`src/rtl/rv32_pkg.sv`:
```
// Shared types and constants for the instruction fetch front end.
package rv32_pkg;

  typedef enum logic [1:0] {
    StBoot,
    StFetch,
    StFlush,
    StValid
  } fetch_state_e;

  localparam logic [31:0] RV_NOP = 32'h0000_0013;
  localparam int unsigned PC_STEP = 4;

endpackage

```
`src/rtl/redirect_sel.sv`:
```
// Combines branch and jump requests into one redirect with a word-aligned target.
module redirect_sel #(
  parameter int unsigned XLEN = 32
) (
  input  logic            jump_i,
  input  logic [XLEN-1:0] jump_target_i,
  input  logic            br_en_i,
  input  logic            br_taken_i,
  input  logic [XLEN-1:0] br_target_i,
  output logic            redirect_o,
  output logic [XLEN-1:0] target_o,
  output logic            misaligned_o
);

  logic [XLEN-1:0] raw_target;

  always_comb begin
    redirect_o   = jump_i | (br_en_i & br_taken_i);
    // Jump has priority over a simultaneously resolving branch.
    raw_target   = jump_i ? jump_target_i : br_target_i;
    target_o     = {raw_target[XLEN-1:2], 2'b00};
    misaligned_o = redirect_o & (|raw_target[1:0]);
  end

endmodule

```
`src/rtl/pc_fetch_ctrl.sv`:
```
// Program counter owner and fetch sequencer between instruction memory and decode.
module pc_fetch_ctrl
  import rv32_pkg::*;
#(
  parameter logic [31:0] RESET_PC = 32'h0000_0000,
  parameter int unsigned XLEN     = 32
) (
  input  logic            clk_i,
  input  logic            rst_i,
  input  logic            br_en_i,
  input  logic            br_taken_i,
  input  logic [XLEN-1:0] br_target_i,
  input  logic            jump_i,
  input  logic [XLEN-1:0] jump_target_i,
  input  logic            stall_i,
  output logic            imem_req_o,
  output logic [XLEN-1:0] imem_addr_o,
  input  logic            imem_ready_i,
  input  logic [XLEN-1:0] imem_rdata_i,
  output logic [XLEN-1:0] inst_out_o,
  output logic            inst_valid_o,
  output logic [XLEN-1:0] pc_out_o,
  output logic [XLEN-1:0] pc_plus4_o,
  output logic            misalign_err_o
);

  fetch_state_e    state_q, state_d;
  logic [XLEN-1:0] pc_q, pc_d;
  logic            req_q, req_d;
  logic [XLEN-1:0] addr_q, addr_d;
  logic [XLEN-1:0] inst_q, inst_d;
  logic            valid_q, valid_d;
  logic [XLEN-1:0] pc_out_q, pc_out_d;
  logic            misalign_q, misalign_d;
  logic [XLEN-1:0] pending_q, pending_d;

  logic            redirect;
  logic [XLEN-1:0] target;
  logic            misaligned;
  logic [XLEN-1:0] flush_target;

  redirect_sel #(
    .XLEN(XLEN)
  ) u_redirect_sel (
    .jump_i       (jump_i),
    .jump_target_i(jump_target_i),
    .br_en_i      (br_en_i),
    .br_taken_i   (br_taken_i),
    .br_target_i  (br_target_i),
    .redirect_o   (redirect),
    .target_o     (target),
    .misaligned_o (misaligned)
  );

  // A redirect in the same cycle the flushed fetch completes supersedes the pending one.
  assign flush_target = redirect ? target : pending_q;

  always_comb begin
    state_d    = state_q;
    pc_d       = pc_q;
    req_d      = req_q;
    addr_d     = addr_q;
    inst_d     = inst_q;
    valid_d    = valid_q;
    pc_out_d   = pc_out_q;
    pending_d  = pending_q;
    misalign_d = (state_q != StBoot) && misaligned;

    unique case (state_q)
      StBoot: begin
        state_d = StFetch;
        req_d   = 1'b1;
        addr_d  = pc_q;
      end

      StFetch: begin
        if (imem_ready_i) begin
          if (redirect) begin
            pc_d   = target;
            addr_d = target;
          end else begin
            inst_d   = imem_rdata_i;
            pc_out_d = pc_q;
            valid_d  = 1'b1;
            req_d    = 1'b0;
            state_d  = StValid;
          end
        end else if (redirect) begin
          pending_d = target;
          state_d   = StFlush;
        end
      end

      StFlush: begin
        if (redirect) begin
          pending_d = target;
        end
        if (imem_ready_i) begin
          pc_d    = flush_target;
          addr_d  = flush_target;
          state_d = StFetch;
        end
      end

      StValid: begin
        if (redirect) begin
          valid_d = 1'b0;
          pc_d    = target;
          addr_d  = target;
          req_d   = 1'b1;
          state_d = StFetch;
        end else if (!stall_i) begin
          valid_d = 1'b0;
          pc_d    = pc_q + XLEN'(PC_STEP);
          addr_d  = pc_q + XLEN'(PC_STEP);
          req_d   = 1'b1;
          state_d = StFetch;
        end
      end

      default: begin
        state_d = StBoot;
      end
    endcase
  end

  always_ff @(posedge clk_i or posedge rst_i) begin
    if (rst_i) begin
      state_q    <= StBoot;
      pc_q       <= RESET_PC;
      req_q      <= 1'b0;
      addr_q     <= RESET_PC;
      inst_q     <= RV_NOP;
      valid_q    <= 1'b0;
      pc_out_q   <= RESET_PC;
      misalign_q <= 1'b0;
      pending_q  <= '0;
    end else begin
      state_q    <= state_d;
      pc_q       <= pc_d;
      req_q      <= req_d;
      addr_q     <= addr_d;
      inst_q     <= inst_d;
      valid_q    <= valid_d;
      pc_out_q   <= pc_out_d;
      misalign_q <= misalign_d;
      pending_q  <= pending_d;
    end
  end

  assign imem_req_o     = req_q;
  assign imem_addr_o    = addr_q;
  assign inst_out_o     = inst_q;
  assign inst_valid_o   = valid_q;
  assign pc_out_o       = pc_out_q;
  assign pc_plus4_o     = pc_out_q + XLEN'(PC_STEP);
  assign misalign_err_o = misalign_q;

endmodule
```
`config.mk`:
```
export PLATFORM = sky130hd
export DESIGN_NAME = pc_fetch_ctrl
export DESIGN_NICKNAME = d
export VERILOG_FILES = /design/src/rtl/rv32_pkg.sv /design/src/rtl/redirect_sel.sv /design/src/rtl/pc_fetch_ctrl.sv
export SDC_FILE = /design/constraint.sdc
export NUM_CORES = 1
export LEC_CHECK = 0
export ABC_CLOCK_PERIOD_IN_PS = 13100
export BUFFER_PORTS_ARGS = -buffer_cell sky130_fd_sc_hd__clkbuf_2
export CELL_PAD_IN_SITES_DETAIL_PLACEMENT = 0
export CELL_PAD_IN_SITES_GLOBAL_PLACEMENT = 1
export CORE_ASPECT_RATIO = 2
export CORE_MARGIN = 1
export CORE_UTILIZATION = 44
export DETAILED_ROUTE_END_ITERATION = 8
export PLACE_DENSITY = 0.93
export SLEW_MARGIN = 25
export SYNTH_ARGS = -nofsm -noshare
export SYNTH_HDL_FRONTEND = slang
export SYNTH_SLANG_ARGS = --single-unit
```
`constraint.sdc`:
```
create_clock -name clk_i -period 13.1 [get_ports clk_i]
set_clock_uncertainty 0.1 [all_clocks]
set_input_delay 1.31 -clock clk_i [delete_from_list [all_inputs] [get_ports clk_i]]
set_output_delay 1.31 -clock clk_i [all_outputs]
set_load 0.01 [all_outputs]
```
# Word level (Yosys, flattened, before mapping)
# Index checks and enable logic that the tools add are counted.
# totals
reg_bits	165
in_bits	103
out_inout_bits	131
wordCells	69
# op_classes
n_addsub	2
n_eq_ne	11
mux	28
bitwise_logic	4
n_reduce_logical	15
# ops
operator	count
32-bit 2-to-1 mux	8
32-bit one-hot mux with 4 select lines	1
32-bit one-hot mux with 3 select lines	1
32-bit by 3-bit adder with 32-bit output (second input constant)	2
32-bit one-hot mux with 2 select lines	1
4-bit AND reduction	4
2-bit 2-to-1 mux	6
2-bit inequality test (second input constant)	5
3-bit inequality test (second input constant)	3
1-bit 2-to-1 mux	8
2-bit one-hot mux with 4 select lines	1
2-bit nonzero test	3
3-bit nonzero test	2
5-bit AND reduction	1
2-bit equality test (second input constant)	2
1-bit one-hot mux with 3 select lines	1
3-bit AND reduction	1
1-bit bitwise AND	2
2-bit by 1-bit equality test with 1-bit output (second input constant)	1
2-bit zero test	1
1-bit one-hot mux with 2 select lines	1
2-bit AND reduction	1
2-bit OR reduction	1
1-bit logical AND	1
2 further kinds	2

# Longest topological paths before layout
# Gate-level depths: netlist of the first run.
# depth
ltp_word	5
ltp_mapped	10
mapped_depth_nobuf	7

# By module
# From an unflattened synthesis of the first run, not the netlist that was laid out.
# hier_totals
hier_cells	1079
area_unflattened_um2	9555.4
# by_module_without_submodules
module	n_inst	cells_each	area_per_inst_um2	seq_area_each_um2
pc_fetch_ctrl	1	1039	9115.0	4132.7
redirect_sel	1	40	440.4	0.0

# Least setup slack after synthesis of the first run
# Ideal clock, no wire load.
# synth_timing
path_type	register -> output
startpoint	register pc_out_q[4] (netlist: pc_out_o[4])
endpoint	output port pc_plus4_o[31]
arrival_time_ns	2.038
required_time_ns	11.690
setup_slack_ns	9.652
stages_incl_launch_ff	7
n_path_buf	1
cell_sequence	dfrtp_1 -> nand3_1 -> or4_1 -> clkbuf_1 -> nor4_1 -> nand4_1 -> xnor2_1
# synth_via
elab_chain_len	1
# synth_lines
element	line_no	rtl
start, declared	pc_fetch_ctrl.sv:33	logic [XLEN-1:0] pc_out_q, pc_out_d;
start signal, assigned	pc_fetch_ctrl.sv:145	pc_out_q <= pc_out_d;
32-bit by 3-bit adder with 32-bit output	pc_fetch_ctrl.sv:156	assign pc_plus4_o = pc_out_q + XLEN'(PC_STEP);
end, declared	pc_fetch_ctrl.sv:23	output logic [XLEN-1:0] pc_plus4_o,
# No other way between the ends.

# Worst setup path after layout of the first run
# Ends and elaborated chain as after synthesis.

==> flow_summary.ini, run 1 <==
[timing]
setup_viol = 0
finalSetupTns_ns = 0
finalCritPeriodShare_pct = 33.4
clock.fmax_mhz = 228
drv_slew = 0
worstMarginPinSlew_ns = 0.981
max-slew-margin-rel_pct = 34.6
hold_viol_final = 0
hold_ws_ns = 0.380
period_minus_slack_ns = 4.38
setup_slack_ns = 8.72
rsz0062_at_grt = no

[setup_path]
critPathLaunchType = flop
cp_cell_sequence = nand3_1 > or4_1 > nor4_1 > nand4_1 > xnor2_1 > clkbuf_2
cp_max_fo = 6
worstSetupPathType = flop to primary output
cp.required_ns = 11.69
slowest_stage = or4_1
critPathTopFamily = simple AND/OR/NAND/NOR gates
cp.arrival_ns = 2.97
critPathMaxStageDelay_ns = 0.72
path_buf_inv = 1
cp-end-kind = primary output

[placement]
dp_hpwl_mm = 20.7
dpl_worst_slack_ns = 8.52
gp_congestion = 0.877
port_buffers = 233

[clock_tree]
cts_tree = done
cts.sinks = 165
cts_hold_buffers = 0
clkTransAtPathRegs_ns = 0.06
htree_levels = 4
clockBufferDepth = 2
cts_resized = 0
numCtsBuffers = 17
cts_root_buf = clkbuf_16
clock_latency_ns = 0.45
post_cts_buffers = 0

[drt]
wl_mm = 29.5
dr.pass1.iters = 5
wl_per_cell_um = 19.8
ant_nets = 0
drt_iter0_markers = 732
num_vias = 8901
route.detailed.drc = 0
vias_per_cell = 5.99

[pwr]
ir_drop_mv = 0.118
p_leak_nw = 5.15
p_per_area_nw_per_um2 = 250

[floorplanning]
ios = 234
initial_core_util_pct = 45.2
std_cell_rows = 75
die_area_um2 = 22300
die_h_um = 210
die_x_um = 106
core_um2 = 21100

[logic_synthesis]
synth_warnings = 0
synth-seq-area-share_pct = 43.3
synthDistinctLibCells = 65
post_synth_inst_count = 1014
async_flop_share_pct = 100
syn_nets = 1124
ys_seq_elements = 165
avgSynthCellArea_um2 = 9.41
ys.flop_type = dfrtp_1
synth_edf_count = 0
syn-cell-area_um2 = 9540

[global_route]
grt_pass1_wl_mm = 46.5
grt_start_max_net_pins = 93
grt_pass1_vias = 8644
grt_remaining_overflow = 0
grt_use_total_pct = 26.9
antenna_found_initial = 0

[outcome]
status = finished clean

[layout]
syn_to_final_growth_pct = 20.4
nets = 1314
final_core_util_pct = 54.4
n_antenna_cell = 0
drive_above_1_share_pct = 31.8

[job]
drv_cap = 0

[min_path]
hold_path_class = flop to flop
cells in the mapped netlist (3+ instances only):
library cell	n	share of area, %
dfrtp_1	162	43
nand2_1	108	4.3
mux2_2	91	11
nor2_1	86	3.4
o21ai_0	69	3.6
a21oi_1	63	3.3
clkbuf_1	48	1.9
mux2i_1	35	3.7
nand3_1	29	1.5
nor3_1	19	1.0
xnor2_1	18	1.7
xor2_1	18	1.7
a31oi_1	17	1.1
buf_1	17	0.67
inv_1	17	0.67
a211oi_1	15	1.2
nand4_1	15	0.98
or4_1	15	1.2
o31ai_1	14	1.1
buf_2	13	0.68
a22oi_1	11	0.87
nor4_1	9	0.59
o31a_1	8	0.73
a221oi_1	7	0.64
and4_1	7	0.64
ha_1	7	0.92
a41oi_1	6	0.55
and3_1	6	0.39
a21o_1	5	0.39
nand2b_1	5	0.33
o211ai_1	5	0.39
o22a_1	5	0.46
a2111oi_0	4	0.37
and2_1	4	0.26
o32ai_1	4	0.37
dfstp_2	3	0.83
nor2b_1	3	0.20
nor4b_1	3	0.28
o211a_1	3	0.31
o311ai_0	3	0.28
cells in the final DEF (no fill, tap or decap), types with 19 or more instances in the layout:
cell      count
a21oi_1      62
nand2_1     108
nor2_1       85
o21ai_0      69
mux2_2       91
clkbuf_2    233
nor3_1       19
nand3_1      28
mux2i_1      35
dfrtp_1     162
sequential cells by signal, summed over array words and instances (netlist names):
signal          count
state_q             2
pc_q               32
misalign_err_o      1
inst_out_o         32
inst_valid_o        1
pc_out_o           32
imem_req_o          1
imem_addr_o        32
pending_q          32
logic make-up after synthesis:
family / after synthesis / share of synthesized area, %
AND/OR/NAND/NOR: 315 / 15.6
flip-flops: 165 / 43.3
buffers and inverters: 99 / 4.15
adder cells (fa/ha/maj): 7 / 0.918
AO/OA/AOI/OAI: 266 / 18.3
XOR/XNOR: 36 / 3.31
multiplexers: 126 / 14.4
tightest hold or removal path, cell delays in order (launching register included):
cell and delay, ns:
dfrtp_1 0.34, nand2_1 0.04, o21ai_0 0.06
final timing paths:
path / start / to / slack [ns] / cells past startpoint
worst max-delay path: pc_out_o[4] / pc_plus4_o[31] / 8.72 / 6
worst min-delay path: imem_addr_o[2] / imem_addr_o[2] / 0.38 / 2
worst max register to register: state_q[0] / imem_addr_o[29] / 9.37 / 7
worst min register to register: imem_addr_o[2] / imem_addr_o[2] / 0.38 / 2
max in group asynchronous: rst_i / pc_q[0] / 10.72 / 4
min in group asynchronous: rst_i / pending_q[7] / 0.95 / 2
power breakdown:
part,switching [W],internal [W]
clock network,0.000215,0.000278
logic,0.000778,0.000560
registers,0.000277,0.000765
total,0.00127,0.00160
routing by layer:
| metal | share of wire, % | track usage [%] |
|---|---|---|
| met1 | 38 | 31.2 |
| met2 | 51 | 45.7 |
| met3 | 6.5 | 5.32 |
| met4 | 5.0 | 15.7 |
| met5 | 0 | 0 |
layout make-up:
cell class / instances / area, um2
clock inverter: 10 / 98.8
sequential: 165 / 4130
clock buffer: 22 / 474
inverter: 19 / 76.3
tap: 269 / 337
timing repair buffer: 251 / 1320
fill: 1974 / 9630
multi-input combinational: 750 / 5050
metrics by stage:
| step | total power, W | cells | instance area [um2] |
|---|---|---|---|
| after floorplan | 0.00185 | 1014 | 9540 |
| after global placement | 0.00233 | 1453 | 10900 |
| after detailed placement | 0.00238 | 1453 | 10900 |
| after CTS | 0.00287 | 1485 | 11500 |
| after global routing | 0.00306 | 1486 | 11500 |
| final | 0.00287 | 1486 | 11500 |
(Power assumes the default switching activity.)
==> run 2, diff against run 1 <==
--- a/config.mk
+++ b/config.mk
@@ -5,15 +5,16 @@
 export SDC_FILE = /design/constraint.sdc
 export NUM_CORES = 1
 export LEC_CHECK = 0
-export ABC_CLOCK_PERIOD_IN_PS = 13100
+export ABC_AREA = 1
+export ABC_CLOCK_PERIOD_IN_PS = 4300
 export BUFFER_PORTS_ARGS = -buffer_cell sky130_fd_sc_hd__clkbuf_2
 export CELL_PAD_IN_SITES_DETAIL_PLACEMENT = 0
 export CELL_PAD_IN_SITES_GLOBAL_PLACEMENT = 1
 export CORE_ASPECT_RATIO = 2
 export CORE_MARGIN = 1
-export CORE_UTILIZATION = 44
+export CORE_UTILIZATION = 38
 export DETAILED_ROUTE_END_ITERATION = 8
-export PLACE_DENSITY = 0.93
+export PLACE_DENSITY = 0.87
 export SLEW_MARGIN = 25
 export SYNTH_ARGS = -nofsm -noshare
 export SYNTH_HDL_FRONTEND = slang
==> constraint.sdc (replaced) <==
create_clock -name clk_i -period 4.3 [get_ports clk_i]
set_clock_uncertainty 0.1 [all_clocks]
set_input_delay 0.43 -clock clk_i [delete_from_list [all_inputs] [get_ports clk_i]]
set_output_delay 0.43 -clock clk_i [all_outputs]
set_load 0.01 [all_outputs]
==> run 2 against run 1 <==
Net effect:
- synthesized area rose by 3.1%
- worst setup slack worse by 7.6 ns
- highest routed layer unchanged
- die area increased by 19%
- first-iteration DRC count is 11% lower
- count of clock-buffer cells in the layout shrank 2
- critical path depth is 4 higher
- core utilization shrank 7.8 points
==> flow_summary.ini, run 2 <==
[outcome]
status = finished clean

[layout]
syn_to_final_growth_pct = 20.9
n_antenna_cell = 0
drive_above_1_share_pct = 19.9
instances_no_fill = 1967
final_common_cell = nand2_1
most-common-layout-cells = nand2_1, clkbuf_2, dfrtp_1, inv_1, o21ai_0
design_area_um2 = 11900
nets = 1724

[timing]
rsz0062_at_grt = no
period_minus_slack_ns = 3.17
finalSetupTns_ns = 0
worstMarginPinSlew_ns = 1.07
finalCritPeriodShare_pct = 73.7
setup_viol = 0
hold_viol_final = 0
drv_slew = 0
max-slew-margin-rel_pct = 27.8
clock.fmax_mhz = 315

[clock_tree]
cts_tree = done
post_cts_buffers = 0
clkTransAtPathRegs_ns = 0.06
numCtsBuffers = 17
clockBufferDepth = 2
cts_root_buf = clkbuf_16
cts_resized = 0
cts.sinks = 165
cts_hold_buffers = 0
htree_levels = 4
clock_latency_ns = 0.45

[drt]
num_vias = 9860
wl_mm = 31.4
wl_per_cell_um = 16.0
ant_nets = 0
route.detailed.drc = 0
vias_per_cell = 5.01
dr.pass1.iters = 5
drt_iter0_markers = 648

[global_route]
grt_remaining_overflow = 0
antenna_found_initial = 0
grt_pass1_vias = 9471
grt_pass1_wl_mm = 49.5
grt_use_total_pct = 24.5
grt_start_max_net_pins = 166

[placement]
post_dp_cell_area_um2 = 11200
port_buffers = 233
dp_cells = 1935
dp_hpwl_mm = 22.3
gp_congestion = 0.900

[logic_synthesis]
post_synth_inst_count = 1417
synthMostInstantiatedCell = nand2_1
synthDistinctLibCells = 38
synth_top_cells_by_count = nand2_1, dfrtp_1, inv_1
synth_edf_count = 0
syn-cell-area_um2 = 9840
yosys-top-cells-area = dfrtp_1, nand2_1, inv_1
ys_seq_elements = 165
synth_warnings = 0
async_flop_share_pct = 100
ys.flop_type = dfrtp_1
avgSynthCellArea_um2 = 6.94
synthDominantCellAreaShare_pct = 41.2
syn_nets = 1527
synth-seq-area-share_pct = 42.0
synth_top_area_cell = dfrtp_1

[setup_path]
critPathTopFamily = simple AND/OR/NAND/NOR gates
r2r_cells = 12
cp-end-kind = primary output
worstSetupPathType = flop to primary output
reg2reg_to = pc_q[11]
critPathLaunchType = flop
path_buf_inv = 1
cp.required_ns = 3.77
cp_cell_sequence = ha_1 > nand2_1 > nor3_2 > nand3_2 > nor2_2 > nand3_2 > nor2_2 > nand3_1 > xor2_1 > clkbuf_2
slowest_stage = dfrtp_1
timing.critical_path.to = pc_plus4_o[26]
cp.arrival_ns = 2.64
cp_max_fo = 5
startpoint = pc_out_o[3]
r2r_start = state_q[0]
r2r_slack_ns = 1.47
critPathMaxStageDelay_ns = 0.43
worstSetupPathDepth = 10

[floorplanning]
die_x_um = 116
die_h_um = 230
core_um2 = 25500
ios = 234
die_area_um2 = 26600
std_cell_rows = 83
initial_core_util_pct = 38.5

[pwr]
ir_drop_mv = 0.403
p_per_area_nw_per_um2 = 786
p_leak_nw = 6.39

[job]
drv_cap = 0

[min_path]
hold_path_class = input port to flop
==> run 2: changes by cell type after synthesis, moves of 17 or more <==
cell / delta
nand2_1: +450
inv_1: +130
mux2_2: -91
nand3_1: +41
nor2_1: -32
o22ai_1: +29
o21ai_0: +26
mux2i_1: -23
xnor2_1: -18
xor2_1: +18
a21oi_1: +17
==> run 2: cells by family (layout without fill, tap and decap cells) <==
logic type / Yosys count / count (layout) / share of synthesized area (%)
xor+xnor: 36 / 36 / 3.21
mux: 12 / 12 / 1.22
buf+inv: 232 / 442 / 9.63
compound gates: 231 / 231 / 12.4
fa+ha+maj: 7 / 7 / 0.890
flops: 165 / 165 / 42.0
simple gates: 734 / 734 / 30.6
==> run 2: metrics by stage <==
step                total power, W  hold WS [ns]  worst slack (ns)  util [%]
floorplan                  0.00597         0.360              1.67         -
CTS                        0.00941        0.0478             0.825      46.5
global route                0.0101        0.0732             0.983      46.6
global placement           0.00752         0.349              1.28      43.9
detailed placement         0.00760         0.354              1.27      43.9
finish                     0.00935        0.0664              1.13      46.6
==> run 2: tightest hold or removal path: cells and delay by family <==
family	cells	cell delay [ns]
buffers and inverters	1	0.08
AND/OR/NAND/NOR	2	0.10
==> run 2: area by class of cell <==
class	instances	area, um2
multi-input cells	1020	4770
flip-flops and latches	165	4130
well taps	340	425
repair buffers	245	1270
clock buffers	20	447
fillers	2707	13700
clock inverters	12	225
inverters	165	628
==> run 2: how the worst min path moves through the flow <==
stage,startpoint,end,cells past startpoint
3_5_place_dp,inst_out_o[4],inst_out_o[4],2
3_3_place_gp,inst_out_o[0],inst_out_o[0],2
2_1_floorplan,pending_q[0],pending_q[0],2
4_1_cts,imem_rdata_i[0],inst_out_o[0],3
6_report,imem_rdata_i[0],inst_out_o[0],3
5_1_grt,imem_rdata_i[0],inst_out_o[0],3
==> run 2: layer usage <==
layer / up-vias / GRT usage (%) / wire [um]
met5: - / 0 / 0
met4: 0 / 11.4 / 1080
met3: 66 / 3.78 / 1560
met2: 358 / 44.9 / 16600
met1: 4561 / 26.9 / 12100
li1: 4875 / - / -
==> run 2: where the power goes <==
group          internal, W  total (W)  switching (W)
clock              0.00111    0.00177       0.000664
sequential         0.00232    0.00301       0.000691
combinational      0.00156    0.00456        0.00301
